File: src/rtl/tft_pkg.sv
// Shared definitions for the MCU pixel writer: geometry defaults,
// 8080 command codes and the write-path FSM state encoding.
package tft_pkg;

   localparam int COLS_DEF  = 800;
   localparam int ROWS_DEF  = 480;
   localparam int PAGES_DEF = 8;

   localparam logic [7:0] CMD_SET_PAGE  = 8'h10;
   localparam logic [7:0] CMD_SET_SHOW  = 8'h11;
   localparam logic [7:0] CMD_SET_COL   = 8'h2A;
   localparam logic [7:0] CMD_SET_ROW   = 8'h2B;
   localparam logic [7:0] CMD_WRITE_MEM = 8'h2C;

   typedef enum logic [2:0] {
      ST_CLEAR,
      ST_IDLE,
      ST_ARG1,
      ST_ARG2,
      ST_PIX_HI,
      ST_PIX_LO
   } wr_state_e;

endpackage

File: src/rtl/tft_mcu_pixel_writer_if.sv
// MCU byte bus plus pixel-FIFO write port. slave = pixel writer,
// master = the MCU / FIFO side that talks to it.
interface tft_mcu_pixel_writer_if;
   logic        bus_cs_n;
   logic        bus_wr_n;
   logic        bus_rs;
   logic [7:0]  bus_d;
   logic        bus_busy;
   logic        FIFO_wr_req;
   logic [15:0] FIFO_in;
   logic        FIFO_wr_full;

   modport slave (
      input  bus_cs_n, bus_wr_n, bus_rs, bus_d, FIFO_wr_full,
      output bus_busy, FIFO_wr_req, FIFO_in
   );

   modport master (
      output bus_cs_n, bus_wr_n, bus_rs, bus_d, FIFO_wr_full,
      input  bus_busy, FIFO_wr_req, FIFO_in
   );
endinterface

File: src/rtl/tft_mcu_bus_sync.sv
// Brings the asynchronous 8080 pins into clk and flags each completed
// byte write (synchronised wr_n 0->1 while chip select is low).
// The strobe is combinational off the synchronisers, so the consumer
// acts on the third clk edge after the pin edge.
module tft_mcu_bus_sync (
   input  logic       clk,
   input  logic       rst,
   input  logic       cs_n,
   input  logic       wr_n,
   input  logic       rs,
   input  logic [7:0] d,
   output logic       byte_evt,
   output logic       rs_s,
   output logic [7:0] d_s
);

   logic [1:0] cs_ff;
   logic [1:0] wr_ff;
   logic [1:0] rs_ff;
   logic [7:0] d_ff0;
   logic [7:0] d_ff1;
   logic       wr_q;

   // two-flop synchronisers plus one history flop on wr_n for edge detect
   always_ff @(posedge clk or negedge rst) begin
      if (!rst) begin
         cs_ff <= 2'b11;
         wr_ff <= 2'b11;
         rs_ff <= 2'b00;
         d_ff0 <= 8'h00;
         d_ff1 <= 8'h00;
         wr_q  <= 1'b1;
      end else begin
         cs_ff <= {cs_ff[0], cs_n};
         wr_ff <= {wr_ff[0], wr_n};
         rs_ff <= {rs_ff[0], rs};
         d_ff0 <= d;
         d_ff1 <= d_ff0;
         wr_q  <= wr_ff[1];
      end
   end

   assign byte_evt = wr_ff[1] & ~wr_q & ~cs_ff[1];
   assign rs_s     = rs_ff[1];
   assign d_s      = d_ff1;

endmodule

File: src/rtl/tft_mcu_pixel_writer.sv
// Producer end of the frame-buffer write path: decodes MCU command/data
// bytes into RGB565 pixels for the pixel FIFO, owns the write address,
// display page and the power-up clear sweep.
module tft_mcu_pixel_writer
   import tft_pkg::*;
#(
   parameter int COLS  = COLS_DEF,
   parameter int ROWS  = ROWS_DEF,
   parameter int PAGES = PAGES_DEF
) (
   input  logic                         clk,
   input  logic                         rst,
   tft_mcu_pixel_writer_if.slave        bus,
   output logic                         startup,
   input  logic                         startup_inc,
   output logic [2:0]                   page_set,
   output logic [2:0]                   page_show,
   output logic [8:0]                   row_add_user,
   output logic [9:0]                   col_add_user,
   output logic                         overflow
);

   localparam logic [9:0] COL_MAX  = 10'(COLS - 1);
   localparam logic [8:0] ROW_MAX  = 9'(ROWS - 1);
   localparam logic [2:0] PAGE_MAX = 3'(PAGES - 1);

   wr_state_e   state, state_nxt;
   logic        evt, rs_s;
   logic [7:0]  d_s;
   logic        cmd_evt, dat_evt;
   logic [7:0]  cmd_q;
   logic [1:0]  arg_hi;
   logic [7:0]  pix_hi;
   logic        fifo_req_q;
   logic [15:0] fifo_in_q;
   logic        set_page_go, set_show_go, set_col_go, set_row_go, pix_go;
   logic        clear_last;
   logic [9:0]  col_val, col_clamp;
   logic [8:0]  row_val, row_clamp;

   tft_mcu_bus_sync u_sync (
      .clk      (clk),
      .rst      (rst),
      .cs_n     (bus.bus_cs_n),
      .wr_n     (bus.bus_wr_n),
      .rs       (bus.bus_rs),
      .d        (bus.bus_d),
      .byte_evt (evt),
      .rs_s     (rs_s),
      .d_s      (d_s)
   );

   // bytes arriving during the clear sweep are dropped here
   assign cmd_evt = evt & ~rs_s & (state != ST_CLEAR);
   assign dat_evt = evt &  rs_s & (state != ST_CLEAR);

   assign set_page_go = dat_evt & (state == ST_ARG1) & (cmd_q == CMD_SET_PAGE);
   assign set_show_go = dat_evt & (state == ST_ARG1) & (cmd_q == CMD_SET_SHOW);
   assign set_col_go  = dat_evt & (state == ST_ARG2) & (cmd_q == CMD_SET_COL);
   assign set_row_go  = dat_evt & (state == ST_ARG2) & (cmd_q == CMD_SET_ROW);
   assign pix_go      = dat_evt & (state == ST_PIX_LO);

   assign clear_last = (col_add_user == COL_MAX) & (row_add_user == ROW_MAX) &
                       (page_set == PAGE_MAX);

   assign col_val   = {arg_hi[1:0], d_s};
   assign col_clamp = (col_val > COL_MAX) ? COL_MAX : col_val;
   assign row_val   = {arg_hi[0], d_s};
   assign row_clamp = (row_val > ROW_MAX) ? ROW_MAX : row_val;

   assign startup         = (state != ST_CLEAR);
   assign bus.bus_busy    = (state == ST_CLEAR);
   assign bus.FIFO_wr_req = fifo_req_q;
   assign bus.FIFO_in     = fifo_in_q;

   // FSM state register
   always_ff @(posedge clk or negedge rst) begin
      if (!rst) state <= ST_CLEAR;
      else      state <= state_nxt;
   end

   // next state: a command byte always restarts decoding, discarding
   // any pending argument or half pixel
   always_comb begin
      state_nxt = state;
      if (state == ST_CLEAR) begin
         if (startup_inc && clear_last) state_nxt = ST_IDLE;
      end else if (cmd_evt) begin
         case (d_s)
            CMD_SET_PAGE, CMD_SET_SHOW,
            CMD_SET_COL,  CMD_SET_ROW:   state_nxt = ST_ARG1;
            CMD_WRITE_MEM:               state_nxt = ST_PIX_HI;
            default:                     state_nxt = ST_IDLE;
         endcase
      end else if (dat_evt) begin
         case (state)
            ST_ARG1:   state_nxt = ((cmd_q == CMD_SET_COL) || (cmd_q == CMD_SET_ROW)) ?
                                   ST_ARG2 : ST_IDLE;
            ST_ARG2:   state_nxt = ST_IDLE;
            ST_PIX_HI: state_nxt = ST_PIX_LO;
            ST_PIX_LO: state_nxt = ST_PIX_HI;
            default:   state_nxt = state;
         endcase
      end
   end

   // write address: clear sweep walks every page, afterwards commands
   // override the committed-pixel advance when both land together
   always_ff @(posedge clk or negedge rst) begin
      if (!rst) begin
         col_add_user <= '0;
         row_add_user <= '0;
         page_set     <= '0;
      end else if (state == ST_CLEAR) begin
         if (startup_inc) begin
            if (col_add_user == COL_MAX) begin
               col_add_user <= '0;
               if (row_add_user == ROW_MAX) begin
                  row_add_user <= '0;
                  page_set     <= (page_set == PAGE_MAX) ? 3'd0 : page_set + 3'd1;
               end else begin
                  row_add_user <= row_add_user + 9'd1;
               end
            end else begin
               col_add_user <= col_add_user + 10'd1;
            end
         end
      end else if (set_page_go) begin
         page_set     <= d_s[2:0];
         row_add_user <= '0;
         col_add_user <= '0;
      end else if (set_col_go) begin
         col_add_user <= col_clamp;
      end else if (set_row_go) begin
         row_add_user <= row_clamp;
      end else if (startup_inc) begin
         if (col_add_user == COL_MAX) begin
            col_add_user <= '0;
            row_add_user <= (row_add_user == ROW_MAX) ? 9'd0 : row_add_user + 9'd1;
         end else begin
            col_add_user <= col_add_user + 10'd1;
         end
      end
   end

   // command/argument capture, display page, pixel assembly and FIFO push
   always_ff @(posedge clk or negedge rst) begin
      if (!rst) begin
         cmd_q      <= '0;
         arg_hi     <= '0;
         pix_hi     <= '0;
         page_show  <= '0;
         overflow   <= 1'b0;
         fifo_req_q <= 1'b0;
         fifo_in_q  <= '0;
      end else begin
         if (cmd_evt)                       cmd_q  <= d_s;
         if (dat_evt && state == ST_ARG1)   arg_hi <= d_s[1:0];
         if (dat_evt && state == ST_PIX_HI) pix_hi <= d_s;
         if (set_show_go)                   page_show <= d_s[2:0];
         fifo_req_q <= pix_go & ~bus.FIFO_wr_full;
         if (pix_go && !bus.FIFO_wr_full)   fifo_in_q <= {pix_hi, d_s};
         if (set_page_go)                        overflow <= 1'b0;
         else if (pix_go && bus.FIFO_wr_full)    overflow <= 1'b1;
      end
   end

endmodule
File: src/flat_wrapper.sv
// flat-port wrapper written by rule: the top's interface ports become plain ports
module tft_mcu_pixel_writer_flat import tft_pkg::*;
#(
   parameter int COLS  = COLS_DEF,
   parameter int ROWS  = ROWS_DEF,
   parameter int PAGES = PAGES_DEF
)
  (clk, rst, startup, startup_inc, page_set, page_show, row_add_user, col_add_user, overflow, bus_bus_cs_n, bus_bus_wr_n, bus_bus_rs, bus_bus_d, bus_FIFO_wr_full, bus_bus_busy, bus_FIFO_wr_req, bus_FIFO_in);
  tft_mcu_pixel_writer_if bus_i ();
  input  logic clk;
  input  logic rst;
  output logic startup;
  input  logic startup_inc;
  output logic [2:0] page_set;
  output logic [2:0] page_show;
  output logic [8:0] row_add_user;
  output logic [9:0] col_add_user;
  output logic overflow;
  input wire logic [$bits(bus_i.bus_cs_n)-1:0] bus_bus_cs_n;
  input wire logic [$bits(bus_i.bus_wr_n)-1:0] bus_bus_wr_n;
  input wire logic [$bits(bus_i.bus_rs)-1:0] bus_bus_rs;
  input wire logic [$bits(bus_i.bus_d)-1:0] bus_bus_d;
  input wire logic [$bits(bus_i.FIFO_wr_full)-1:0] bus_FIFO_wr_full;
  output wire logic [$bits(bus_i.bus_busy)-1:0] bus_bus_busy;
  output wire logic [$bits(bus_i.FIFO_wr_req)-1:0] bus_FIFO_wr_req;
  output wire logic [$bits(bus_i.FIFO_in)-1:0] bus_FIFO_in;
  assign bus_i.bus_cs_n = bus_bus_cs_n;
  assign bus_i.bus_wr_n = bus_bus_wr_n;
  assign bus_i.bus_rs = bus_bus_rs;
  assign bus_i.bus_d = bus_bus_d;
  assign bus_i.FIFO_wr_full = bus_FIFO_wr_full;
  assign bus_bus_busy = bus_i.bus_busy;
  assign bus_FIFO_wr_req = bus_i.FIFO_wr_req;
  assign bus_FIFO_in = bus_i.FIFO_in;
  tft_mcu_pixel_writer #(.COLS(COLS), .ROWS(ROWS), .PAGES(PAGES)) u_core (.clk(clk), .rst(rst), .bus(bus_i), .startup(startup), .startup_inc(startup_inc), .page_set(page_set), .page_show(page_show), .row_add_user(row_add_user), .col_add_user(col_add_user), .overflow(overflow));
endmodule
File: config.mk
export PLATFORM = sky130hd
export DESIGN_NAME = tft_mcu_pixel_writer_flat
export DESIGN_NICKNAME = d
export VERILOG_FILES = /design/src/rtl/tft_pkg.sv /design/src/rtl/tft_mcu_pixel_writer_if.sv /design/src/rtl/tft_mcu_bus_sync.sv /design/src/rtl/tft_mcu_pixel_writer.sv /design/src/flat_wrapper.sv
export SDC_FILE = /design/constraint.sdc
export NUM_CORES = 1
export LEC_CHECK = 0
export ABC_AREA = 1
export CAP_MARGIN = 20
export CORE_MARGIN = 1
export CORE_UTILIZATION = 35
export DETAILED_ROUTE_END_ITERATION = 16
export PLACE_DENSITY_LB_ADDON = 0.2
export RECOVER_POWER = 100
export SYNTH_ARGS = -nofsm -noshare
export SYNTH_HDL_FRONTEND = slang
export SYNTH_SLANG_ARGS = --single-unit
File: constraint.sdc
create_clock -name clk -period 2.2 [get_ports clk]
set_input_delay 0.33 -clock clk [delete_from_list [all_inputs] [get_ports clk]]
set_output_delay 0.33 -clock clk [all_outputs]
set_load 0.03 [all_outputs]
==> flow_summary.toml <==
[status]
status = "finished with violations"
violations = "DRC"

[route]
routed.top_layer = "met4"
first_pass_iters = 10
via_count = 3749
ant_nets = 0
wl_per_cell_um = 13.9
wl_met2_um = 4660
drt-total-wl_um = 10500
route.met3.wl_um = 596
drt_iter0_markers = 275
met1_length_um = 5040
viasPerCell = 4.99
drc = 10

[cts]
clock_sinks = 87
clk_pin_slew_worst_paths_ns = 0.06
cts.path.max_buffers = 2
cts_max_level = 3
clkLatencyLatePin_ns = 0.34
root_buffer = "clkbuf_16"
numCtsBuffers = 9
tritoncts = "done"

[placed_design]
portBuffers = 59
dp_cells = 735
place_hpwl_um = 7550
placed_area_mm2 = 0.00501
gp_congestion = 0.925

[synth]
yosys-top-cells-area = "dfrtp_1 49%, nand2_1 15%, nand3_1 6.3%"
synth_warnings = 0
synth_edf_count = 0
synth_largest_area_cell = "dfrtp_1"
synth_area_per_cell_um2 = 7.87
synthCells = 533
synth.distinct_cells = 30
synthFlopType = "dfrtp_1"
ys_ff_latch = 87
synth-async-reset-ratio = 1.00
yosysSeqAreaShare = 0.520
syn_nets = 552
syn_area_mm2 = 0.00420
synth_top_area_share = 0.489

[finish]
antenna_cells = 0
areaGrowthSynthToFinish_pct = 25.5
fin_cells = 752
fin_area_mm2 = 0.00527
fillers = 1128
nNetsFinal = 623
drive_gt1_frac = 0.0805

[floorplan]
die_x_um = 112
fp.coreArea_mm2 = 0.0116
dieArea_mm2 = 0.0124
start_util = 0.363
dieHeight_um = 112
core.rowCount = 39
ios = 60

[power]
ir_drop_mv = 0.310
power.density_mw_per_mm2 = 808
p_leak_nw = 2.65
finalPower_mw = 4.26

[worst_setup_path]
critPathMaxFanout = 8
reg2regPathDepth = 9
required_ns = 1.87
r2r_end = "u_core.row_add_user[0]$_DFFE_PN0P_"
ff2ff_setup_slack_ns = 0.19
startpoint_type = "flop"
path_class = "flop to primary output"
arrival_ns = 1.79
end_kind = "primary output"
reg2reg_from = "u_core.state[1]$_DFFE_PN0P_"

[grt]
grt_pass1_vias = 3514
grt_pass1_wl_um = 17800
grt_overflow = 0
track_usage = 0.182
grt_max_degree = 45
grt_antenna_before_repair = 0

[sta]
whs_ns = 0.347
finalHoldViolations = 0
setup_violations = 0
fin_crit_sh = 0.965
finClkSkew_ns = 0.00615
period_minus_slack_ns = 2.12
maxSlewHeadroom = 0.149
rsz0062_at_grt = "no"
worst_pin_slew_ns = 1.28
fin_setup_tns_ns = 0
max_freq_mhz = 471
finalMaxSlewViolations = 0

[min_path]
hold_class = "flop to flop"
worstHoldPathCells = 0
holdPathEnd = "u_core.u_sync.d_s[5]$_DFF_PN0_"
hp-start = "u_core.u_sync.d_ff0[5]$_DFF_PN0_"

[job]
maxCapViolations = 0
## critical path, stage by stage (launching register included)
cell,delay [ns]
dfrtp_1,0.43
nor2_1,0.22
nand2_2,0.15
clkdlybuf4s50_1,0.65
## state kept, by name, indices dropped and copies added, names as in the netlist
register	flops
u_core.bus.FIFO_in	16
u_core.col_add_user	10
u_core.row_add_user	9
u_core.cmd_q	8
u_core.pix_hi	8
u_core.u_sync.d_ff0	8
u_core.u_sync.d_s	8
u_core.page_set	3
u_core.page_show	3
u_core.state	3
u_core.arg_hi	2
u_core.u_sync.cs_ff	2
u_core.u_sync.rs_ff	2
u_core.u_sync.wr_ff	2
u_core.bus.FIFO_wr_req	1
u_core.overflow	1
u_core.u_sync.wr_q	1
## how the worst max path moves through the flow
stage	startpoint	slack, ns	end
6_report	u_core.state[1]$_DFFE_PN0P_	0.08	startup
5_1_grt	u_core.state[1]$_DFFE_PN0P_	0.009	startup
4_1_cts	u_core.state[1]$_DFFE_PN0P_	0.08	startup
3_5_place_dp	startup_inc	0.18	u_core.col_add_user[9]$_DFFE_PN0P_
3_3_place_gp	startup_inc	0.23	u_core.col_add_user[9]$_DFFE_PN0P_
2_1_floorplan	u_core.row_add_user[1]$_DFFE_PN0P_	0.28	u_core.state[2]$_DFFE_PN0P_
## routing by layer
layer  vias to the layer above  global-route usage
li1                       1862                   -
met1                      1758               0.257
met2                       114               0.274
met3                        15              0.0321
met4                         0              0.0793
met5                         -                   0
## layout by cell type (no fill, tap or decap), types with 3 or more instances in the layout
cell type,instances
a21oi_1,7
buf_4,9
clkbuf_1,3
clkbuf_16,9
clkbuf_2,4
clkdlybuf4s50_1,3
dfrtp_1,82
dfstp_2,4
dlygate4sd3_1,55
ha_1,4
inv_1,53
inv_2,5
nand2_1,164
nand3_1,53
nand3b_1,3
nand4_1,14
nor2_1,42
nor3_1,4
o21ai_0,57
o21ai_1,6
or2_2,5
## power by group
part | total, mW | internal, mW | leakage [nW] | switching, mW
Clock | 1.43 | 0.773 | 0.134 | 0.656
Combinational | 0.916 | 0.349 | 1.44 | 0.568
Sequential | 1.91 | 1.73 | 1.07 | 0.183
Total | 4.26 | 2.85 | 2.65 | 1.41
## synthesized netlist by cell type (2+ instances only)
cell type,instances
nand2_1,164
dfrtp_1,82
nand3_1,53
inv_1,51
o21ai_0,43
nor2_1,42
o21ai_1,20
nand4_1,14
buf_2,11
a21oi_1,7
inv_2,7
dfstp_2,5
or2_2,5
ha_1,4
nor3_1,4
clkbuf_1,3
nand3b_1,3
nor2_4,2
xor2_1,2
## cell type report
cell class              count  area [um^2]  share of cell area
multi-input cells         373         1720               0.326
flip-flops and latches     87         2180               0.415
clock inverters             6         46.3             0.00879
well taps                 143          179              0.0340
inverters                  58          218              0.0413
clock buffers              10          229              0.0435
repair buffers             75          696               0.132
## cells by family (layout without fill, tap and decap cells)
group           after synthesis  after routing  share of synthesized area
flops                        87             87                      0.520
fa+ha+maj                     4              4                     0.0119
buf+inv                      73            149                     0.0704
compound gates               74             74                     0.0900
xor+xnor                      2              2                    0.00417
simple gates                293            293                      0.303
## through the flow
step           utilization  worst slack (ns)
2_1_floorplan            -             0.281
3_3_place_gp         0.433             0.233
3_5_place_dp         0.433             0.178
4_1_cts              0.458            0.0770
5_1_grt              0.455           0.00890
6_report             0.455            0.0762
## what timing repair did
item,in CTS,in global routing
setup buffers,0,0
resized for setup,1,0
endpoints found under the setup margin,1,0
hold buffers,1,0
endpoints found under the hold margin,18,0
No activity file was read; power rests on OpenSTA's default activity.
